File: src/rtl/servo_track_counter_if.sv
// Signal bundle between the servo tracking loop controller and the tracking counter.
// The controller (master) drives the step enable, comparator decision and parallel load.
// The counter (slave) returns the DAC code, the rail flags, the lock flag and the
// captured conversion result with its valid pulse.
interface servo_track_counter_if #(
    parameter int WIDTH = 4
);
    logic             En;          // step enable
    logic             UpOrDown;    // comparator decision, 1 = up
    logic             Load;        // synchronous parallel load
    logic [WIDTH-1:0] LoadValue;   // value taken by Load
    logic [WIDTH-1:0] Count;       // current DAC code
    logic             AtMax;       // Count at top rail
    logic             AtMin;       // Count at bottom rail
    logic             Locked;      // loop dithering around the input
    logic [WIDTH-1:0] Sample;      // captured conversion result
    logic             SampleValid; // one-cycle pulse when Sample updates

    modport master (
        output En, UpOrDown, Load, LoadValue,
        input  Count, AtMax, AtMin, Locked, Sample, SampleValid
    );

    modport slave (
        input  En, UpOrDown, Load, LoadValue,
        output Count, AtMax, AtMin, Locked, Sample, SampleValid
    );
endinterface

File: src/rtl/servo_track_counter.sv
// Up/down tracking counter for a servo-tracking ADC loop.
// Each enabled clock moves the DAC code one LSB toward the comparator decision,
// either saturating or wrapping at the rails. Consecutive direction reversals are
// counted; LOCK_CYCLES of them in a row mark the loop as locked, and the rising
// edge of lock captures the current code as the conversion result.
// Ports:
//   Clk   - single clock, rising edge
//   Reset - synchronous, active-high
//   bus   - slave side of servo_track_counter_if (En, UpOrDown, Load, LoadValue in;
//           Count, AtMax, AtMin, Locked, Sample, SampleValid out)
module servo_track_counter #(
    parameter int WIDTH       = 4,
    parameter int SATURATE    = 1,
    parameter int LOCK_CYCLES = 3,
    parameter int RESET_VALUE = 0
) (
    input  logic                  Clk,
    input  logic                  Reset,
    servo_track_counter_if.slave  bus
);
    localparam int               RCW      = $clog2(LOCK_CYCLES + 1);
    localparam logic [WIDTH-1:0] MAXV     = {WIDTH{1'b1}};
    localparam logic [WIDTH-1:0] RST_CODE = WIDTH'(RESET_VALUE);
    localparam logic [RCW-1:0]   LOCK_N   = RCW'(LOCK_CYCLES);

    logic [WIDTH-1:0] count_p0;
    logic [RCW-1:0]   revcnt_p0;
    logic             haveprev_p0;
    logic             prevdir_p0;
    logic             locked_p0;
    logic [WIDTH-1:0] sample_p0;
    logic             vld_p0;

    logic [WIDTH-1:0] count_step;
    logic [RCW-1:0]   revcnt_step;
    logic             locked_step;
    logic             capture;

    // One LSB move with the rail behaviour applied after the modulo arithmetic.
    function automatic logic [WIDTH-1:0] step_code(input logic [WIDTH-1:0] c,
                                                    input logic up);
        logic [WIDTH-1:0] r;
        if (up) begin
            r = c + 1'b1;
            if (c == MAXV && SATURATE != 0) r = MAXV;
        end else begin
            r = c - 1'b1;
            if (c == '0 && SATURATE != 0) r = '0;
        end
        return r;
    endfunction

    // Reversal count saturates at the lock threshold so continued dither stays locked.
    function automatic logic [RCW-1:0] next_revcnt(input logic [RCW-1:0] rc,
                                                    input logic reversal);
        logic [RCW-1:0] r;
        r = '0;
        if (reversal) r = (rc == LOCK_N) ? LOCK_N : rc + 1'b1;
        return r;
    endfunction

    always_comb begin
        count_step  = step_code(count_p0, bus.UpOrDown);
        // A held step at a rail still counts as a step in its direction.
        revcnt_step = next_revcnt(revcnt_p0, haveprev_p0 && (bus.UpOrDown != prevdir_p0));
        locked_step = (revcnt_step == LOCK_N);
        capture     = locked_step && !locked_p0;
    end

    // Stage p0: counter, dither tracking and capture registers
    always_ff @(posedge Clk) begin
        if (Reset) begin
            count_p0    <= RST_CODE;
            revcnt_p0   <= '0;
            haveprev_p0 <= 1'b0;
            prevdir_p0  <= 1'b0;
            locked_p0   <= 1'b0;
            sample_p0   <= '0;
            vld_p0      <= 1'b0;
        end else if (bus.Load) begin
            count_p0    <= bus.LoadValue;
            revcnt_p0   <= '0;
            haveprev_p0 <= 1'b0;
            locked_p0   <= 1'b0;
            vld_p0      <= 1'b0;
        end else if (bus.En) begin
            count_p0    <= count_step;
            revcnt_p0   <= revcnt_step;
            haveprev_p0 <= 1'b1;
            prevdir_p0  <= bus.UpOrDown;
            locked_p0   <= locked_step;
            vld_p0      <= capture;
            if (capture) sample_p0 <= count_step;
        end else begin
            vld_p0      <= 1'b0;
        end
    end

    assign bus.Count       = count_p0;
    assign bus.AtMax       = (count_p0 == MAXV);
    assign bus.AtMin       = (count_p0 == '0);
    assign bus.Locked      = locked_p0;
    assign bus.Sample      = sample_p0;
    assign bus.SampleValid = vld_p0;
endmodule

File: src/flat_wrapper.sv
// flat-port wrapper written by rule: the top's interface ports become plain ports
module servo_track_counter_flat 
#(
    parameter int WIDTH       = 4,
    parameter int SATURATE    = 1,
    parameter int LOCK_CYCLES = 3,
    parameter int RESET_VALUE = 0
)
  (Clk, Reset, bus_En, bus_UpOrDown, bus_Load, bus_LoadValue, bus_Count, bus_AtMax, bus_AtMin, bus_Locked, bus_Sample, bus_SampleValid);
  servo_track_counter_if #(.WIDTH(WIDTH)) bus_i ();
  input  logic Clk;
  input  logic Reset;
  input wire logic [$bits(bus_i.En)-1:0] bus_En;
  input wire logic [$bits(bus_i.UpOrDown)-1:0] bus_UpOrDown;
  input wire logic [$bits(bus_i.Load)-1:0] bus_Load;
  input wire logic [$bits(bus_i.LoadValue)-1:0] bus_LoadValue;
  output wire logic [$bits(bus_i.Count)-1:0] bus_Count;
  output wire logic [$bits(bus_i.AtMax)-1:0] bus_AtMax;
  output wire logic [$bits(bus_i.AtMin)-1:0] bus_AtMin;
  output wire logic [$bits(bus_i.Locked)-1:0] bus_Locked;
  output wire logic [$bits(bus_i.Sample)-1:0] bus_Sample;
  output wire logic [$bits(bus_i.SampleValid)-1:0] bus_SampleValid;
  assign bus_i.En = bus_En;
  assign bus_i.UpOrDown = bus_UpOrDown;
  assign bus_i.Load = bus_Load;
  assign bus_i.LoadValue = bus_LoadValue;
  assign bus_Count = bus_i.Count;
  assign bus_AtMax = bus_i.AtMax;
  assign bus_AtMin = bus_i.AtMin;
  assign bus_Locked = bus_i.Locked;
  assign bus_Sample = bus_i.Sample;
  assign bus_SampleValid = bus_i.SampleValid;
  servo_track_counter #(.WIDTH(WIDTH), .SATURATE(SATURATE), .LOCK_CYCLES(LOCK_CYCLES), .RESET_VALUE(RESET_VALUE)) u_core (.Clk(Clk), .Reset(Reset), .bus(bus_i));
endmodule
File: config.mk
export PLATFORM = sky130hd
export DESIGN_NAME = servo_track_counter_flat
export DESIGN_NICKNAME = d
export VERILOG_FILES = /design/src/rtl/servo_track_counter_if.sv /design/src/rtl/servo_track_counter.sv /design/src/flat_wrapper.sv
export SDC_FILE = /design/constraint.sdc
export NUM_CORES = 1
export LEC_CHECK = 0
export BUFFER_PORTS_ARGS = -buffer_cell sky130_fd_sc_hd__buf_2
export CORE_AREA = 2 2 44 46
export CTS_BUF_LIST = sky130_fd_sc_hd__clkbuf_8
export DETAILED_ROUTE_END_ITERATION = 7
export DIE_AREA = 0 0 46 48
export GPL_TIMING_DRIVEN = 0
export PLACE_DENSITY = 0.71
export SLEW_MARGIN = 20
export SYNTH_ARGS = -nofsm -noshare
export SYNTH_HDL_FRONTEND = slang
export SYNTH_SLANG_ARGS = --single-unit
File: constraint.sdc
create_clock -name Clk -period 1.5 [get_ports Clk]
set_input_delay 0.15 -clock Clk [delete_from_list [all_inputs] [get_ports Clk]]
set_output_delay 0.15 -clock Clk [all_outputs]
set_load 0.02 [all_outputs]
==> flow_metrics.py, run 1 <==
metrics = {
    "synth": {
        "synth_top_area_share_pct": 36.01,
        "synthCells": 99,
        "synthDistinctLibCells": 31,
        "synthFlopType": "dfxtp_1",
        "yosysTopAreaCell": "dfxtp_1",
        "syn_area_um2": 778.2,
        "ys_seq_area_share_pct": 36.01,
        "synth.avg_cell_area_um2": 7.861,
        "ys_seq_elements": 14,
        "synth_area_leaders": "dfxtp_1 36%, a21oi_1 5.1%, nor3_1 4.5%, inv_1 4.3%, mux2i_1 3.9%",
        "syn_nets": 110,
        "yosysWarnings": 0,
        "ys_top_cells_by_count": "14 x dfxtp_1, 9 x inv_1, 8 x a21oi_1, 8 x nor2_1",
        "synth_edf_count": 0,
        "yosysMostFrequentCell": "dfxtp_1",
        "async_flop_share_pct": 0,
    },
    "global_routing": {
        "antenna_found_initial": 0,
        "grt_max_degree": 11,
        "use_met2_pct": 30.83,
        "track_usage_pct": 19.25,
        "grt.overflow.total": 0,
        "grt_pass1_vias": 684,
        "use_met1_pct": 24.43,
        "grt_pass1_wl_um": 2918,
        "busiest_layer": "met2",
        "met3_usage_pct": 2.642,
    },
    "power_and_ir_drop": {
        "power_w": 0.0009301,
        "p_leak_nw": 0.5034,
        "vdd_drop_max_mv": 0.6101,
        "power.density_nw_per_um2": 838.1,
    },
    "floorplan": {
        "die_area_um2": 2208,
        "ios": 21,
        "rows": 15,
        "die_w_um": 46,
        "core_um2": 1689,
        "start_util_pct": 46.07,
        "die_height_um": 48,
    },
    "run_status": {
        "status": "finished, final reports clean",
    },
    "critical_path": {
        "cp_num_cells": 6,
        "path_cells": "inv_1, ha_4, mux2i_1, o21ai_2, a211oi_1, a2111oi_0",
        "crit_path_start_kind": "flop",
        "cp_max_fo": 7,
        "cp-startpoint": "u_core.bus.Count[1]",
        "rr_startpoint": "u_core.bus.Count[1]",
        "required_ps": 1620,
        "endpoint_kind": "flop",
        "criticalPathCategory": "reg2reg",
        "crit_slowest_cell": "dfxtp_4",
        "crit_buf_inv": 1,
        "reg2reg_depth": 6,
        "critPathTopFamily": "compound AO/OA/AOI/OAI gates",
        "max_stage_delay_ps": 400,
        "arrival_ps": 1580,
    },
    "clock_tree": {
        "clkSlewWorstSetupHoldPaths_ps": 50,
        "clk_latency_ps": 240,
        "clock_sinks": 14,
        "cts_tree": "built",
        "cts_made_buffers": 3,
        "root_buffer": "clkbuf_8",
        "clockBufferDepth": 2,
        "h-tree-depth": 1,
    },
    "detailed_routing": {
        "first_iter_violations": 16,
        "dr.pass1.iters": 4,
        "viasPerCell": 5.576,
        "totalWireLength_um": 2047,
        "ant_nets": 0,
        "vias": 803,
        "avgRoutedWirePerCell_um": 14.22,
        "post-route-drc-count": 0,
    },
    "hold_path": {
        "hold_depth": 3,
        "hp-start": "bus_LoadValue[0]",
        "hp-class": "in2reg",
    },
    "sta": {
        "worst_slew_pin_slew_ps": 476.1,
        "fin_skew_ps": 1.834,
        "rsz0062_at_grt": "yes",
        "maxSlewHeadroom_pct": 68.26,
        "finalCritPeriodShare_pct": 97.23,
        "finalMaxSlewViolations": 0,
        "layout_min_cycle_time_ps": 1458,
        "finalHoldViolCount": 0,
        "fmax_ghz": 0.6856,
        "whs_ps": 154.4,
        "setup_viol": 0,
    },
    "final_layout": {
        "n_fill_cell": 159,
        "area_delta_synth_final_pct": 42.60,
        "nNetsFinal": 140,
        "drive_gt1_share_pct": 40.94,
        "antenna_cells": 0,
    },
    "place": {
        "hpwlAfterDp_um": 1389,
        "port_buffers": 20,
        "globalplace.congestion": 0.8837,
    },
    "job": {
        "max_cap_viol_count": 0,
    },
}
-- cells by family (layout without fill, tap and decap cells) --
group,after synthesis,in the layout,share of synthesized area (%)
AND/OR/NAND/NOR,37,37,25.73
flip-flops,14,14,36.01
buffers and inverters,16,44,8.198
multiplexers,3,3,3.859
adder cells (fa/ha/maj),2,2,3.215
AO/OA/AOI/OAI,26,26,21.87
XOR/XNOR,1,1,1.126
-- worst paths after layout --
check                         endpoint  slack [ps]
setup / recovery   u_core.bus.Count[1]          40
hold / removal     u_core.bus.Count[0]         150
setup reg to reg   u_core.bus.Count[1]          40
hold reg to reg   u_core.bus.Sample[2]         460
-- state kept, by name, summed over array words and instances (netlist names) --
register,cells
u_core.bus.Count,4
u_core.bus.Locked,1
u_core.bus.Sample,4
u_core.bus.SampleValid,1
u_core.haveprev_p0,1
u_core.prevdir_p0,1
u_core.revcnt_p0,2
-- worst min-delay path, cell delays in order --
cell and delay (ps):
buf_2 100, nand2_1 50, a21oi_1 50
-- metrics by stage --
stage	instances	cell area [µm²]	util [%]	setup slack (ps)	TNS (ps)
after floorplan	99	780.7	-	-32.28	-32.28
after global placement	136	902.1	53.41	-100.7	-436.6
after detailed placement	136	902.1	53.41	-170.3	-714.9
after CTS	143	1041	61.63	-12.74	-12.74
after global routing	144	1110	65.70	-32.79	-122.2
final	144	1110	65.70	41.53	0
-- routing by layer --
| metal | vias up | share of wire (%) |
|---|---|---|
| li1 | 411 | - |
| met1 | 376 | 46 |
| met2 | 14 | 50 |
| met3 | 2 | 2.8 |
| met4 | 0 | 1.2 |
| met5 | - | 0 |
-- layout by cell type (no fill, tap or decap), types with 2 or more instances in the layout --
cell and count:
and3b_1 2, nand2_1 7, nor2b_1 3, mux2i_1 3
dfxtp_4 2, o21ai_0 2, nand3b_1 2, inv_1 8
clkbuf_1 3, ha_4 2, a211oi_2 2, clkbuf_8 3
nor3_1 6, a21oi_1 8, buf_4 6, dfxtp_1 11
nor2_1 8, o21ai_2 2, buf_2 22
-- final cells by class --
cell class                 instances  area [µm²]  share of cell area [%]
inverter                           9       33.78                   3.044
buffer                             6       28.78                   2.593
multi-input combinational         69       550.5                   49.61
sequential                        14       289.0                   26.04
tap                               17       21.27                   1.917
clock buffer                       3       41.29                   3.720
timing repair buffer              26       145.1                   13.08
-- report_power, final --
part | leakage [nW] | internal (W) | total, W | switching, W
clock | 0.0216 | 0.000177 | 0.000292 | 0.000116
combinational | 0.366 | 0.000101 | 0.000238 | 0.000137
sequential | 0.116 | 0.000385 | 0.000400 | 0.0000153
-- timing repair --
item,in CTS,in global routing
resized for setup,19,12
setup buffers,4,2
pin swaps,3,6
hold buffers,0,0
setup endpoints to repair,10,7
hold endpoints to repair,0,0
Note: power is estimated with default switching activity, not from simulation.
==> inputs of run 2 (changes only) <==
--- a/config.mk
+++ b/config.mk
@@ -6,12 +6,12 @@
 export NUM_CORES = 1
 export LEC_CHECK = 0
 export BUFFER_PORTS_ARGS = -buffer_cell sky130_fd_sc_hd__buf_2
-export CORE_AREA = 2 2 44 46
+export CORE_AREA = 2 2 42 44
 export CTS_BUF_LIST = sky130_fd_sc_hd__clkbuf_8
 export DETAILED_ROUTE_END_ITERATION = 7
-export DIE_AREA = 0 0 46 48
+export DIE_AREA = 0 0 44 46
 export GPL_TIMING_DRIVEN = 0
-export PLACE_DENSITY = 0.71
+export PLACE_DENSITY = 0.74
 export SLEW_MARGIN = 20
 export SYNTH_ARGS = -nofsm -noshare
 export SYNTH_HDL_FRONTEND = slang
==> constraint.sdc (replaced) <==
create_clock -name Clk -period 1.6 [get_ports Clk]
set_input_delay 0.16 -clock Clk [delete_from_list [all_inputs] [get_ports Clk]]
set_output_delay 0.16 -clock Clk [all_outputs]
set_load 0.02 [all_outputs]
==> run 2 against run 1 <==
- hold slack improved by 2.4 ps
- worst setup slack improved by 3.5 ps
- final cell count fell by 2.8%
- count of clock-buffer cells in the layout rose by 1
- non-clock buffer count fell by 5
- sequential share of layout area rose by 1.3 points
- critical path type unchanged
- critical endpoint is now u_core.bus.Sample[3]
- largest power group unchanged
==> flow_metrics.py, run 2 (same netlist as run 1, synthesis figures left out) <==
metrics = {
    "final_layout": {
        "instances_no_fill": 140,
        "layout_commonest_cell": "buf_2",
        "n_fill_cell": 146,
        "area_delta_synth_final_pct": 34.89,
        "final_util_pct": 65.04,
        "antenna_cells": 0,
        "nNetsFinal": 135,
        "final_cell_mix": "23 x buf_2, 11 x dfxtp_1, 9 x inv_1",
        "drive_gt1_share_pct": 34.96,
    },
    "floorplan": {
        "core_um2": 1614,
        "ios": 21,
        "rows": 15,
        "start_util_pct": 48.22,
        "die_area_um2": 2024,
        "die_w_um": 44,
        "die_height_um": 46,
    },
    "detailed_routing": {
        "dr.pass1.iters": 4,
        "vias": 781,
        "post-route-drc-count": 0,
        "avgRoutedWirePerCell_um": 13.85,
        "viasPerCell": 5.579,
        "ant_nets": 0,
        "first_iter_violations": 23,
        "totalWireLength_um": 1939,
    },
    "critical_path": {
        "required_ps": 1750,
        "cp_max_fo": 7,
        "arrival_ps": 1700,
        "crit_path_start_kind": "flop",
        "endpoint_kind": "flop",
        "criticalPathCategory": "reg2reg",
    },
    "global_routing": {
        "track_usage_pct": 20.88,
        "grt_pass1_vias": 667,
        "grt_max_degree": 11,
        "grt.overflow.total": 0,
        "antenna_found_initial": 0,
        "grt_pass1_wl_um": 3001,
    },
    "sta": {
        "finalCritPeriodShare_pct": 97.19,
        "tns_ps": 0,
        "finalHoldViolCount": 0,
        "fmax_ghz": 0.6431,
        "setup_ws_ps": 45.00,
        "maxSlewHeadroom_pct": 69.72,
        "fin_skew_ps": 0.5639,
        "worst_slew_pin_slew_ps": 454.1,
        "layout_min_cycle_time_ps": 1555,
        "finalMaxSlewViolations": 0,
        "setup_viol": 0,
    },
    "clock_tree": {
        "post-cts-setup-buffers": 0,
        "clock_sinks": 14,
        "clkSlewWorstSetupHoldPaths_ps": 60,
        "cts_made_buffers": 3,
        "root_buffer": "clkbuf_8",
        "cts_tree": "built",
        "clockBufferDepth": 2,
        "hold_buffers": 0,
        "h-tree-depth": 1,
        "clk_latency_ps": 240,
    },
    "place": {
        "hpwlAfterDp_um": 1380,
        "globalplace.congestion": 0.8777,
        "placed_cells": 136,
        "port_buffers": 20,
        "dp_slack_ps": -82.58,
    },
    "job": {
        "max_cap_viol_count": 0,
    },
    "power_and_ir_drop": {
        "power_w": 0.0009106,
        "p_leak_nw": 0.4681,
        "power.density_nw_per_um2": 867.4,
        "vdd_drop_max_mv": 0.5753,
    },
    "run_status": {
        "status": "finished, final reports clean",
    },
    "hold_path": {
        "hp-class": "in2reg",
    },
}
run 2: changes by cell type in the layout (fill, tap and decap cells not counted), sizes merged:
| cell | previous run | this run |
|---|---|---|
| buf | 28 | 24 |
run 2: cell type report:
type	instances	area (µm²)	share of cell area, %
inverter	9	33.78	3.218
sequential	14	286.5	27.29
buffer	7	33.78	3.218
clock buffer	4	55.05	5.244
tap	17	21.27	2.026
multi-input combinational	69	519.2	49.46
timing repair buffer	20	100.1	9.535
run 2: routing by layer:
layer / track usage, % / share of wire, % / vias to the layer above
li1: - / - / 396
met1: 26.75 / 46 / 365
met2: 33.53 / 49 / 18
met3: 3.571 / 3.7 / 2
met4: 10.91 / 0.93 / 0
met5: 0 / 0 / -
run 2: timing repair:
item,4_1_cts,5_1_grt
endpoints found under the setup margin,5,9
pin swaps,0,1
gates resized for setup,8,17
run 2: final timing paths:
kind	slack [ps]	to	cells after the start	from
max	40	u_core.bus.Sample[3]	5	u_core.bus.Count[1]
min	160	u_core.bus.Count[1]	3	bus_LoadValue[1]
max reg2reg	40	u_core.bus.Sample[3]	5	u_core.bus.Count[1]
min reg2reg	450	u_core.bus.Sample[2]	2	u_core.bus.Sample[2]
run 2: per-stage QoR:
step	cell area, µm²	hold WS, ps
floorplan	779.5	251.5
global placement	900.9	408.2
detailed placement	900.9	426.8
CTS	975.9	165.0
global route	1050	174.0
finish	1050	156.8
run 2: where the power goes:
group	total, W	internal, W	switching, W
Sequential	0.000377	0.000361	0.0000165
Combinational	0.000188	0.0000750	0.000113
Clock	0.000345	0.000218	0.000127
Total	0.000911	0.000654	0.000257
run 2: worst max-delay path, stage by stage, from the launching register on:
cell     delay [ps]
dfxtp_2         420
ha_4            190
and3b_1         180
a31oi_1         200
o22ai_1         150
o41ai_2         330
==> inputs of run 3 (changes only) <==
--- a/config.mk
+++ b/config.mk
@@ -12,6 +12,7 @@
 export DIE_AREA = 0 0 44 46
 export GPL_TIMING_DRIVEN = 0
 export PLACE_DENSITY = 0.74
+export SETUP_SLACK_MARGIN = 0.3
 export SLEW_MARGIN = 20
 export SYNTH_ARGS = -nofsm -noshare
 export SYNTH_HDL_FRONTEND = slang
==> run 3 against run 2 <==
- fmax up 3.5%
- die area unchanged
- combinational power up 35%
- first-iteration DRC count down 8.7%
- final cell count up 3.6%
- cell area up 13%
- power up 2.4%
- largest cell class unchanged
==> flow_metrics.py, run 3 (same netlist as run 1, synthesis figures left out) <==
metrics = {
    "run_status": {
        "status": "finished, final reports clean",
    },
    "critical_path": {
        "r2r-end": "u_core.bus.Sample[3]",
        "required_ps": 1760,
        "crit_path_start_kind": "flop",
        "cp_max_fo": 8,
        "rr_startpoint": "u_core.prevdir_p0",
        "criticalPathCategory": "reg2reg",
        "regToRegSetupSlack_ps": 100,
        "arrival_ps": 1660,
        "reg2reg_depth": 4,
        "endpoint_kind": "flop",
    },
    "floorplan": {
        "start_util_pct": 48.22,
        "core_um2": 1614,
        "die_area_um2": 2024,
        "die_w_um": 44,
        "ios": 21,
        "rows": 15,
        "die_height_um": 46,
    },
    "sta": {
        "layout_min_cycle_time_ps": 1502,
        "finalHoldViolCount": 0,
        "whs_ps": 154.9,
        "fin_skew_ps": 1.907,
        "worst_slew_pin_slew_ps": 497.2,
        "maxSlewHeadroom_pct": 66.85,
        "finalCritPeriodShare_pct": 93.88,
        "finalMaxSlewViolations": 0,
        "rsz0062_at_grt": "yes",
        "fmax_ghz": 0.6657,
        "tns_ps": 0,
        "setup_viol": 0,
        "setup_ws_ps": 97.86,
    },
    "clock_tree": {
        "root_buffer": "clkbuf_8",
        "clkSlewWorstSetupHoldPaths_ps": 60,
        "clock_sinks": 14,
        "clockBufferDepth": 2,
        "cts_tree": "built",
        "hold_buffers": 0,
        "clk_latency_ps": 250,
        "cts_made_buffers": 3,
        "h-tree-depth": 1,
    },
    "power_and_ir_drop": {
        "vdd_drop_max_mv": 0.6099,
        "power.density_nw_per_um2": 789.2,
        "comb_power_share_pct": 27.1,
        "p_leak_nw": 0.5294,
        "sw_frac_of_total_pct": 31.19,
        "pwr-share-clk_pct": 32.7,
        "seqPwrFrac_pct": 40.2,
        "p_int_w": 0.0006414,
        "switching_power_w": 0.0002907,
    },
    "detailed_routing": {
        "ant_nets": 0,
        "first_iter_violations": 21,
        "avgRoutedWirePerCell_um": 14.88,
        "dr.pass1.iters": 5,
        "viasPerCell": 5.766,
        "vias": 836,
        "post-route-drc-count": 0,
        "totalWireLength_um": 2157,
    },
    "hold_path": {
        "hold_depth": 3,
        "hp-start": "bus_LoadValue[2]",
        "hp-class": "in2reg",
        "min_to": "u_core.bus.Count[2]",
    },
    "global_routing": {
        "grt_pass1_vias": 688,
        "antenna_found_initial": 0,
        "track_usage_pct": 23.16,
        "grt.overflow.total": 0,
        "grt_pass1_wl_um": 3298,
        "grt_max_degree": 11,
    },
    "final_layout": {
        "layout_commonest_cell": "buf_2",
        "area_delta_synth_final_pct": 51.77,
        "final_cell_mix": "19 x buf_2, 10 x dfxtp_1, 8 x nor2_1",
        "antenna_cells": 0,
        "final_util_pct": 73.18,
        "drive_gt1_share_pct": 46.09,
        "nNetsFinal": 140,
        "fin_area_um2": 1181,
    },
    "place": {
        "hpwlAfterDp_um": 1456,
        "dp_slack_ps": 21.17,
        "placed_cell_area_um2": 963.4,
        "globalplace.congestion": 0.8009,
        "port_buffers": 20,
    },
    "job": {
        "max_cap_viol_count": 0,
    },
}
run 3: cell count changes in the layout (fill, tap and decap cells not counted), sizes merged:
cell	delta
buf	+5
clkbuf	-1
inv	+1
run 3: worst max-delay path, cell delays in order, from the launching register on:
cell and delay (ps):
dfxtp_2 330, xor2_1 170, or4b_1 470, buf_6 160, o41ai_4 280
run 3: metal layers:
metal / up-vias / GRT usage [%] / share of wire (%)
met1: 384 / 28.54 / 43
li1: 412 / - / -
met4: 0 / 10.91 / 1.7
met3: 4 / 3.571 / 5.5
met2: 36 / 39.41 / 50
met5: - / 0 / 0
run 3: power groups by stage:
stage / sequential, W / clock (W) / combinational, W
4_1_cts: 0.000373 / 0.000300 / 0.000230
2_1_floorplan: 0.000392 / 0 / 0.000112
3_5_place_dp: 0.000385 / 0 / 0.000171
6_report: 0.000375 / 0.000305 / 0.000253
5_1_grt: 0.000376 / 0.000317 / 0.000271
3_3_place_gp: 0.000384 / 0 / 0.000167
run 3: final cells by class:
cell class | count | area, µm²
sequential | 14 | 292.8
inverter | 9 | 36.28
clock buffer | 3 | 41.29
tap | 17 | 21.27
multi-input combinational | 69 | 589.3
fill | 120 | 432.9
timing repair buffer | 25 | 142.6
clock inverter | 1 | 3.754
buffer | 7 | 53.80
run 3: through the flow:
step / instances / power [W]
2_1_floorplan: 99 / 0.0005039
6_report: 145 / 0.0009322
3_5_place_dp: 136 / 0.0005561
3_3_place_gp: 136 / 0.0005510
5_1_grt: 145 / 0.0009639
4_1_cts: 145 / 0.0009030
run 3: timing repair:
| action | in CTS | in global routing |
|---|---|---|
| resized for setup | 18 | 11 |
| setup buffers | 5 | 0 |
| pin swaps | 7 | 6 |
| setup endpoints to repair | 10 | 11 |
run 3: worst max-delay path by stage:
stage	from	endpoint	slack, ps	depth (start not counted)
2_1_floorplan	u_core.bus.Count[0]	u_core.bus.Count[3]	200	6
3_3_place_gp	u_core.bus.Count[0]	u_core.bus.Count[0]	100	6
3_5_place_dp	u_core.bus.Count[0]	u_core.bus.Count[1]	20	6
4_1_cts	u_core.prevdir_p0	u_core.bus.Sample[3]	90	4
5_1_grt	u_core.prevdir_p0	u_core.bus.Sample[2]	50	5
6_report	u_core.prevdir_p0	u_core.bus.Sample[3]	100	4
